`config.mk`:
```
export PLATFORM = sky130hd
export DESIGN_NAME = pifo_sched_ctrl
export DESIGN_NICKNAME = d
export VERILOG_FILES = /design/src/rtl/pifo_sched_ctrl.sv
export SDC_FILE = /design/constraint.sdc
export NUM_CORES = 1
export LEC_CHECK = 0
export ABC_AREA = 1
export CAP_MARGIN = 10
export CORE_AREA = 2 2 125 127
export CTS_CLUSTER_SIZE = 8
export DETAILED_ROUTE_END_ITERATION = 10
export DIE_AREA = 0 0 127 129
export GPL_ROUTABILITY_DRIVEN = 0
export PLACE_DENSITY = 0.59
export SYNTH_ARGS = -nofsm -noshare
export SYNTH_HDL_FRONTEND = slang
export SYNTH_SLANG_ARGS = --single-unit
```
`constraint.sdc`:
```
create_clock -name clk -period 2.75 [get_ports clk]
set_input_delay 0.55 -clock clk [delete_from_list [all_inputs] [get_ports clk]]
set_output_delay 0.55 -clock clk [all_outputs]
set_load 0.005 [all_outputs]
```
`src/rtl/pifo_sched_ctrl.sv`:
```
// Arbitrates two enqueue ports and a dequeue port onto a single-op-per-window PIFO register.
// Ops issue only in IDLE and are followed by one SETTLE cycle; deq_valid pulses in that SETTLE cycle.
module pifo_sched_ctrl #(
  parameter int RANK_WIDTH = 8,
  parameter int META_WIDTH = 8,
  parameter int CNT_WIDTH  = 16
) (
  input  logic                  clk,
  input  logic                  rst,
  input  logic                  enq0_valid,
  input  logic [RANK_WIDTH-1:0] enq0_rank,
  input  logic [META_WIDTH-1:0] enq0_meta,
  output logic                  enq0_ready,
  input  logic                  enq1_valid,
  input  logic [RANK_WIDTH-1:0] enq1_rank,
  input  logic [META_WIDTH-1:0] enq1_meta,
  output logic                  enq1_ready,
  input  logic                  deq_req,
  output logic                  deq_valid,
  output logic [RANK_WIDTH-1:0] deq_rank,
  output logic [META_WIDTH-1:0] deq_meta,
  output logic                  pifo_rst,
  output logic                  pifo_insert,
  output logic                  pifo_remove,
  output logic [RANK_WIDTH-1:0] pifo_rank_in,
  output logic [META_WIDTH-1:0] pifo_meta_in,
  input  logic [RANK_WIDTH-1:0] pifo_rank_out,
  input  logic [META_WIDTH-1:0] pifo_meta_out,
  input  logic                  pifo_valid_out,
  input  logic [RANK_WIDTH-1:0] pifo_max_rank_out,
  input  logic                  pifo_full,
  output logic [CNT_WIDTH-1:0]  enq_cnt,
  output logic [CNT_WIDTH-1:0]  deq_cnt,
  output logic [CNT_WIDTH-1:0]  drop_cnt
);

  localparam logic [0:0] IDLE   = 1'b0;
  localparam logic [0:0] SETTLE = 1'b1;
  localparam logic [CNT_WIDTH-1:0] CNT_ONE = {{(CNT_WIDTH-1){1'b0}}, 1'b1};

  logic [0:0]            state;
  logic                  rr_last;
  logic                  sel;
  logic [RANK_WIDTH-1:0] sel_rank;
  logic [META_WIDTH-1:0] sel_meta;
  logic                  enq_pend;
  logic                  idle_ok;
  logic                  do_ins;
  logic                  do_rem;
  logic                  drop;
  logic                  deq_valid_q;
  logic [RANK_WIDTH-1:0] deq_rank_q;
  logic [META_WIDTH-1:0] deq_meta_q;
  logic [CNT_WIDTH-1:0]  enq_cnt_q;
  logic [CNT_WIDTH-1:0]  deq_cnt_q;
  logic [CNT_WIDTH-1:0]  drop_cnt_q;

  always_comb begin
    enq_pend = enq0_valid | enq1_valid;
    sel      = (enq0_valid && enq1_valid) ? ~rr_last : enq1_valid;
    sel_rank = sel ? enq1_rank : enq0_rank;
    sel_meta = sel ? enq1_meta : enq0_meta;
    idle_ok  = rst && (state == IDLE);
    do_ins   = idle_ok && enq_pend;
    // A pending enqueue smaller than the head must land first, so the dequeue waits.
    do_rem   = idle_ok && deq_req && pifo_valid_out &&
               (!enq_pend || (sel_rank >= pifo_rank_out));
    // Replace-min keeps occupancy constant, so it can never overflow.
    drop     = do_ins && !do_rem && pifo_full && (sel_rank >= pifo_max_rank_out);
  end

  assign enq0_ready   = do_ins && !sel;
  assign enq1_ready   = do_ins && sel;
  assign pifo_insert  = do_ins;
  assign pifo_remove  = do_rem;
  assign pifo_rank_in = sel_rank;
  assign pifo_meta_in = sel_meta;
  assign pifo_rst     = !rst;

  // Held-low reset blanks registered outputs immediately, even mid-SETTLE.
  assign deq_valid = rst & deq_valid_q;
  assign deq_rank  = rst ? deq_rank_q : '0;
  assign deq_meta  = rst ? deq_meta_q : '0;
  assign enq_cnt   = rst ? enq_cnt_q  : '0;
  assign deq_cnt   = rst ? deq_cnt_q  : '0;
  assign drop_cnt  = rst ? drop_cnt_q : '0;

  always_ff @(posedge clk) begin
    if (!rst) begin
      state       <= IDLE;
      rr_last     <= 1'b1;
      deq_valid_q <= 1'b0;
      deq_rank_q  <= '0;
      deq_meta_q  <= '0;
      enq_cnt_q   <= '0;
      deq_cnt_q   <= '0;
      drop_cnt_q  <= '0;
    end else begin
      case (state)
        IDLE:    if (do_ins || do_rem) state <= SETTLE;
        SETTLE:  state <= IDLE;
        default: state <= IDLE;
      endcase
      deq_valid_q <= do_rem;
      if (do_rem) begin
        deq_rank_q <= pifo_rank_out;
        deq_meta_q <= pifo_meta_out;
        deq_cnt_q  <= deq_cnt_q + CNT_ONE;
      end
      if (do_ins) begin
        rr_last <= sel;
        if (drop) drop_cnt_q <= drop_cnt_q + CNT_ONE;
        else      enq_cnt_q  <= enq_cnt_q + CNT_ONE;
      end
    end
  end

endmodule
```
Yosys cells after proc, flatten, opt, wreduce, memory -nomap -nowiden
Cells that the tools add are included.
W data, S select, Z words.

word-level totals
  input port bits = 63
  bits in latches = 0
  word-level logic and storage cells = 47
  bits in read-only memories = 0
  output and inout bits = 86
  memories = 0
  register bits = 67
  RAM bits = 0

cells by class
  mux-type cells = 10
  equality and inequality tests = 0
  shifts and indexed selects = 0
  bitwise gates (word level) = 5
  $add $sub $neg = 3
  $mul = 0
  magnitude comparators = 2
  div/mod/pow operators = 0
  reduce and logical (&&, ||, !) cells = 19

operators by type and width
  kind                     number
  $add A16 B1 Y16 const B  3
  $mux W16                 3
  $mux W8                  4
  $ge A8 B8 Y1             2
  $logic_and A1 B1 Y1      11
  $logic_not A1 Y1         4
  $reduce_and A2 Y1        2
  $not A1 Y1               3
  $logic_or A1 B1 Y1       2
  $mux W1                  2
  $pmux W1 S2              1
  $and A1 B1 Y1            1
  $or A1 B1 Y1             1

Longest topological paths before layout
Gate-level depths: netlist (run 1).

  word-level depth = 12
  depth in mapped cells = 20
  depth with buffers taken out = 20

Worst setup path before layout (run 1)
No wires, ideal clock.

  path kind = input to output
  start = input enq0_valid
  end = output pifo_remove
  slack = -79 ps
  required time = 2,200 ps
  arrival = 2,279 ps
  cell stages on the path = 17
  path buffers = 1
  path through = nand2_1 > nand2_1 > inv_1 > or2_2 > o21ai_0 > ha_1 > inv_1 > nand2_1 > nand2_1 > nand2_1 > nand2_1 > nand2_1 > nand2_1 > nand2_1 > nand2_4 > inv_2 > clkbuf_1

between the ends
  longest elaborated chain between the ends = 6
  elaborated cells on any way between the ends = 8
  classes of those cells = 1 x order compare; 2 x mux; 1 x bitwise; 4 x reduce/logical

RTL lines
  element                  RTL line  RTL
  from (decl)              10        input logic enq0_valid,
  $logic_and A1 B1 Y1      60        sel = (enq0_valid && enq1_valid) ? ~rr_last : enq1_valid;
  $mux W1                  60
  $mux W8                  61        sel_rank = sel ? enq1_rank : enq0_rank;
  $ge A8 B8 Y1             67        (!enq_pend || (sel_rank >= pifo_rank_out));
  $logic_or A1 B1 Y1 (*)   67
  $logic_and A1 B1 Y1 (*)  66        do_rem = idle_ok && deq_req && pifo_valid_out &&
  to (decl)                24        output logic pifo_remove,

Every way passes the cells marked *; elsewhere a longest branch is shown, timed or not.

Worst setup path after layout (run 1)
Same ends and word-level chain as after synthesis.

==> impl_metrics.toml, run 1 <==
[outcome]
status = "completed"

[synthesis]
synth-seq-cells = 67
synth_warnings = 0
synth_ff_type = "dfxtp_1"
synth_most_common_cell = "nand2_1"
synth_top_area_share_pct = 30.43
synth_edf_count = 0
synth_common_cells = "247 x nand2_1, 129 x inv_1, 67 x dfxtp_1"
yosysUniqueCellTypes = 31
yosys-top-cells-area = "dfxtp_1 30%, nand2_1 21%, inv_1 11%, a21oi_1 6.1%, ha_1 5.4%"
avgSynthCellArea_um2 = 6.063
syn_area_um2 = 4408
synth_top_area_cell = "dfxtp_1"
synth_nets = 809
async_reset_ff_share_pct = 0
synth_cells = 727
seq_area_frac_synth_pct = 30.43

[drt]
vias_per_cell = 4.426
wl_um = 12550
drt-pass1-iter-count = 5
drc = 0
drtIter0Drc = 261
wl_per_cell_um = 11.55
antenna_left = 0
vias = 4811

[global_route]
top_usage_layer = "met2"
grt_use_met3_pct = 4.407
groute.layer.met2.usage_pct = 24.64
grt_overflow = 0
antenna_found_initial = 0
first_global_vias = 4346
grt_pass1_wl_um = 20480
groute.usage.overall_pct = 15.29
met1_usage_pct = 19.49
grt_max_degree = 50

[clocking]
hold_buffers = 0
clkSlewWorstSetupHoldPaths_ns = 0.06
insertion_delay_ns = 0.33
cts_tree = "built"
cts_buffers = 9
cts_root_buf = "clkbuf_16"
ctsLongestPathBuffers = 2
cts_max_level = 3
cts_sinks = 67

[placement]
io_buffers = 148
dp.final_hpwl_um = 9283
place_inst = 1068
place_ws_ns = -0.6427
place_area_um2 = 6261

[floorplanning]
die_area_um2 = 16380
die_h_um = 129
coreArea_um2 = 14980
pin_count = 149
initial_utilization_pct = 29.43
rows = 45
die_x_um = 127

[power_and_ir_drop]
leakagePower_nw = 3.202
finalPower_w = 0.002544
p_per_area_nw_per_um2 = 382.4
irDropWorstVdd_mv = 0.2574

[layout]
drive_gt1_share_pct = 9.232
final_util_pct = 44.42
syn_to_final_growth_pct = 50.92
stdcell_count = 1087
antennaDiodeCount = 0
postLayoutCellArea_um2 = 6653
fillers = 1629
regArea_um2 = 1341
multi_input_area_um2 = 2501
final_nets = 976

[worst_hold_path]
hold_path_end = "deq_meta_q[7]$_SDFFE_PN0P_"
worstHoldStart = "deq_meta_q[7]$_SDFFE_PN0P_"
hold_depth = 2
min_path_type = "flop to flop"

[sta]
rsz0062_at_grt = "no"
finalSetupViolCount = 0
fin_crit_sh_pct = 95.52
tightest_slew_ns = 0.5303
drv_slew = 0
fin_skew_ns = 0.006139
slew-limit-headroom_pct = 64.37
hold_viol_final = 0
setup_ws_ns = 0.1231
min_period_ns = 2.627
timing.fmax_ghz = 0.3807

[critical_path]
cp.required_ns = 2.20
cp-end-kind = "primary output"
worst_ep_arrival_time_ns = 2.08
regToRegSetupSlack_ns = 0.23
worstReg2RegStart = "rr_last$_SDFFE_PN1P_"
r2r_end = "enq_cnt_q[12]$_SDFFE_PN0P_"
crit_type = "primary input to primary output"
rr_worst_depth = 21
start_kind = "primary input"
crit_fanout = 7

[flow_run]
drv_cap = 0
-- worst max-delay path by stage --
stage | cells after the start | endpoint | from | slack (ns)
after floorplan | 17 | pifo_remove | enq0_valid | 0.002
after detailed placement | 18 | pifo_remove | enq0_valid | -0.64
after CTS | 16 | pifo_remove | enq0_valid | 0.02
after global placement | 18 | pifo_remove | enq0_valid | -0.63
after global routing | 18 | pifo_remove | enq0_valid | 0.003
final | 18 | pifo_remove | enq0_valid | 0.12
-- metrics by stage --
stage          hold WS (ns)  setup TNS, ns
6_report             0.4734              0
5_1_grt              0.4951              0
4_1_cts              0.4805              0
3_5_place_dp         0.4721         -25.49
3_3_place_gp         0.4698         -24.23
2_1_floorplan        0.4333              0
-- worst max-delay path, stage by stage --
cell and delay, ns:
clkdlybuf4s15_2 0.18, nand2_1 0.05, nand2_2 0.08, inv_2 0.05, buf_6 0.12, buf_6 0.12, nand2_1 0.05, nand2_1 0.07
ha_1 0.27, nand2_1 0.06, inv_1 0.04, nand2_1 0.05, nand2_1 0.04, nand2_1 0.06, nand2_2 0.06, nand2_4 0.06
inv_2 0.04, buf_6 0.11
-- per-layer routing --
layer | vias to the layer above | part of all wire [%]
met5 | - | 0
met4 | 0 | 1.4
met3 | 10 | 7.4
met2 | 123 | 45
met1 | 2099 | 47
li1 | 2579 | -
-- registers in the layout, summed over array words and instances, names as in the netlist --
register and flops:
deq_cnt_q 16, drop_cnt_q 16, deq_rank_q 8, deq_meta_q 8, state 1, rr_last 1, deq_valid_q 1, enq_cnt_q 16
-- report_power, final --
group          switching [W]  total (W)  leakage [nW]  internal, W
logic               0.000229   0.000490          2.54     0.000261
registers          0.0000109    0.00100         0.542     0.000990
clock network       0.000448    0.00105         0.123     0.000604
-- layout make-up --
cell class	count	share of cell area, %
Sequential cell	67	20.16
Multi-Input combinational cell	499	37.60
Tap cell	188	3.536
Clock buffer	9	3.385
Timing Repair Buffer	184	27.14
Inverter	133	7.504
Clock inverter	7	0.6771
-- cell usage in the layout, fill, tap and decap left out, drive strengths merged, types with 10 or more instances in the layout --
| master | count |
|---|---|
| nand2 | 250 |
| clkdlybuf4s50 | 143 |
| inv | 132 |
| dfxtp | 67 |
| nor2 | 55 |
| a21oi | 54 |
| buf | 37 |
| nand3 | 35 |
| o21ai | 24 |
| nand4 | 21 |
| ha | 19 |
| nor3 | 16 |
| xor2 | 15 |
| clkbuf | 10 |
-- repair_timing --
item	CTS	global route
pin swaps	8	4
endpoints found under the setup margin	55	52
resized for setup	19	12
cloned	0	1
buffers inserted	2	0
-- cells by family after synthesis --
| logic type | Yosys count | synth area share (%) |
|---|---|---|
| buf+inv | 161 | 14.36 |
| compound gates | 79 | 9.026 |
| fa+ha+maj | 19 | 5.393 |
| flops | 67 | 30.43 |
| simple gates | 382 | 37.01 |
| xor+xnor | 19 | 3.775 |
Note: power is estimated with default switching activity, not from simulation.
==> run 2: changes to the inputs <==
--- a/config.mk
+++ b/config.mk
@@ -13,6 +13,7 @@
 export DIE_AREA = 0 0 127 129
 export GPL_ROUTABILITY_DRIVEN = 0
 export PLACE_DENSITY = 0.59
+export SLEW_MARGIN = 15
 export SYNTH_ARGS = -nofsm -noshare
 export SYNTH_HDL_FRONTEND = slang
 export SYNTH_SLANG_ARGS = --single-unit
==> results of run 2 <==
Final layout, timing and power as in run 1 (identical DEF).
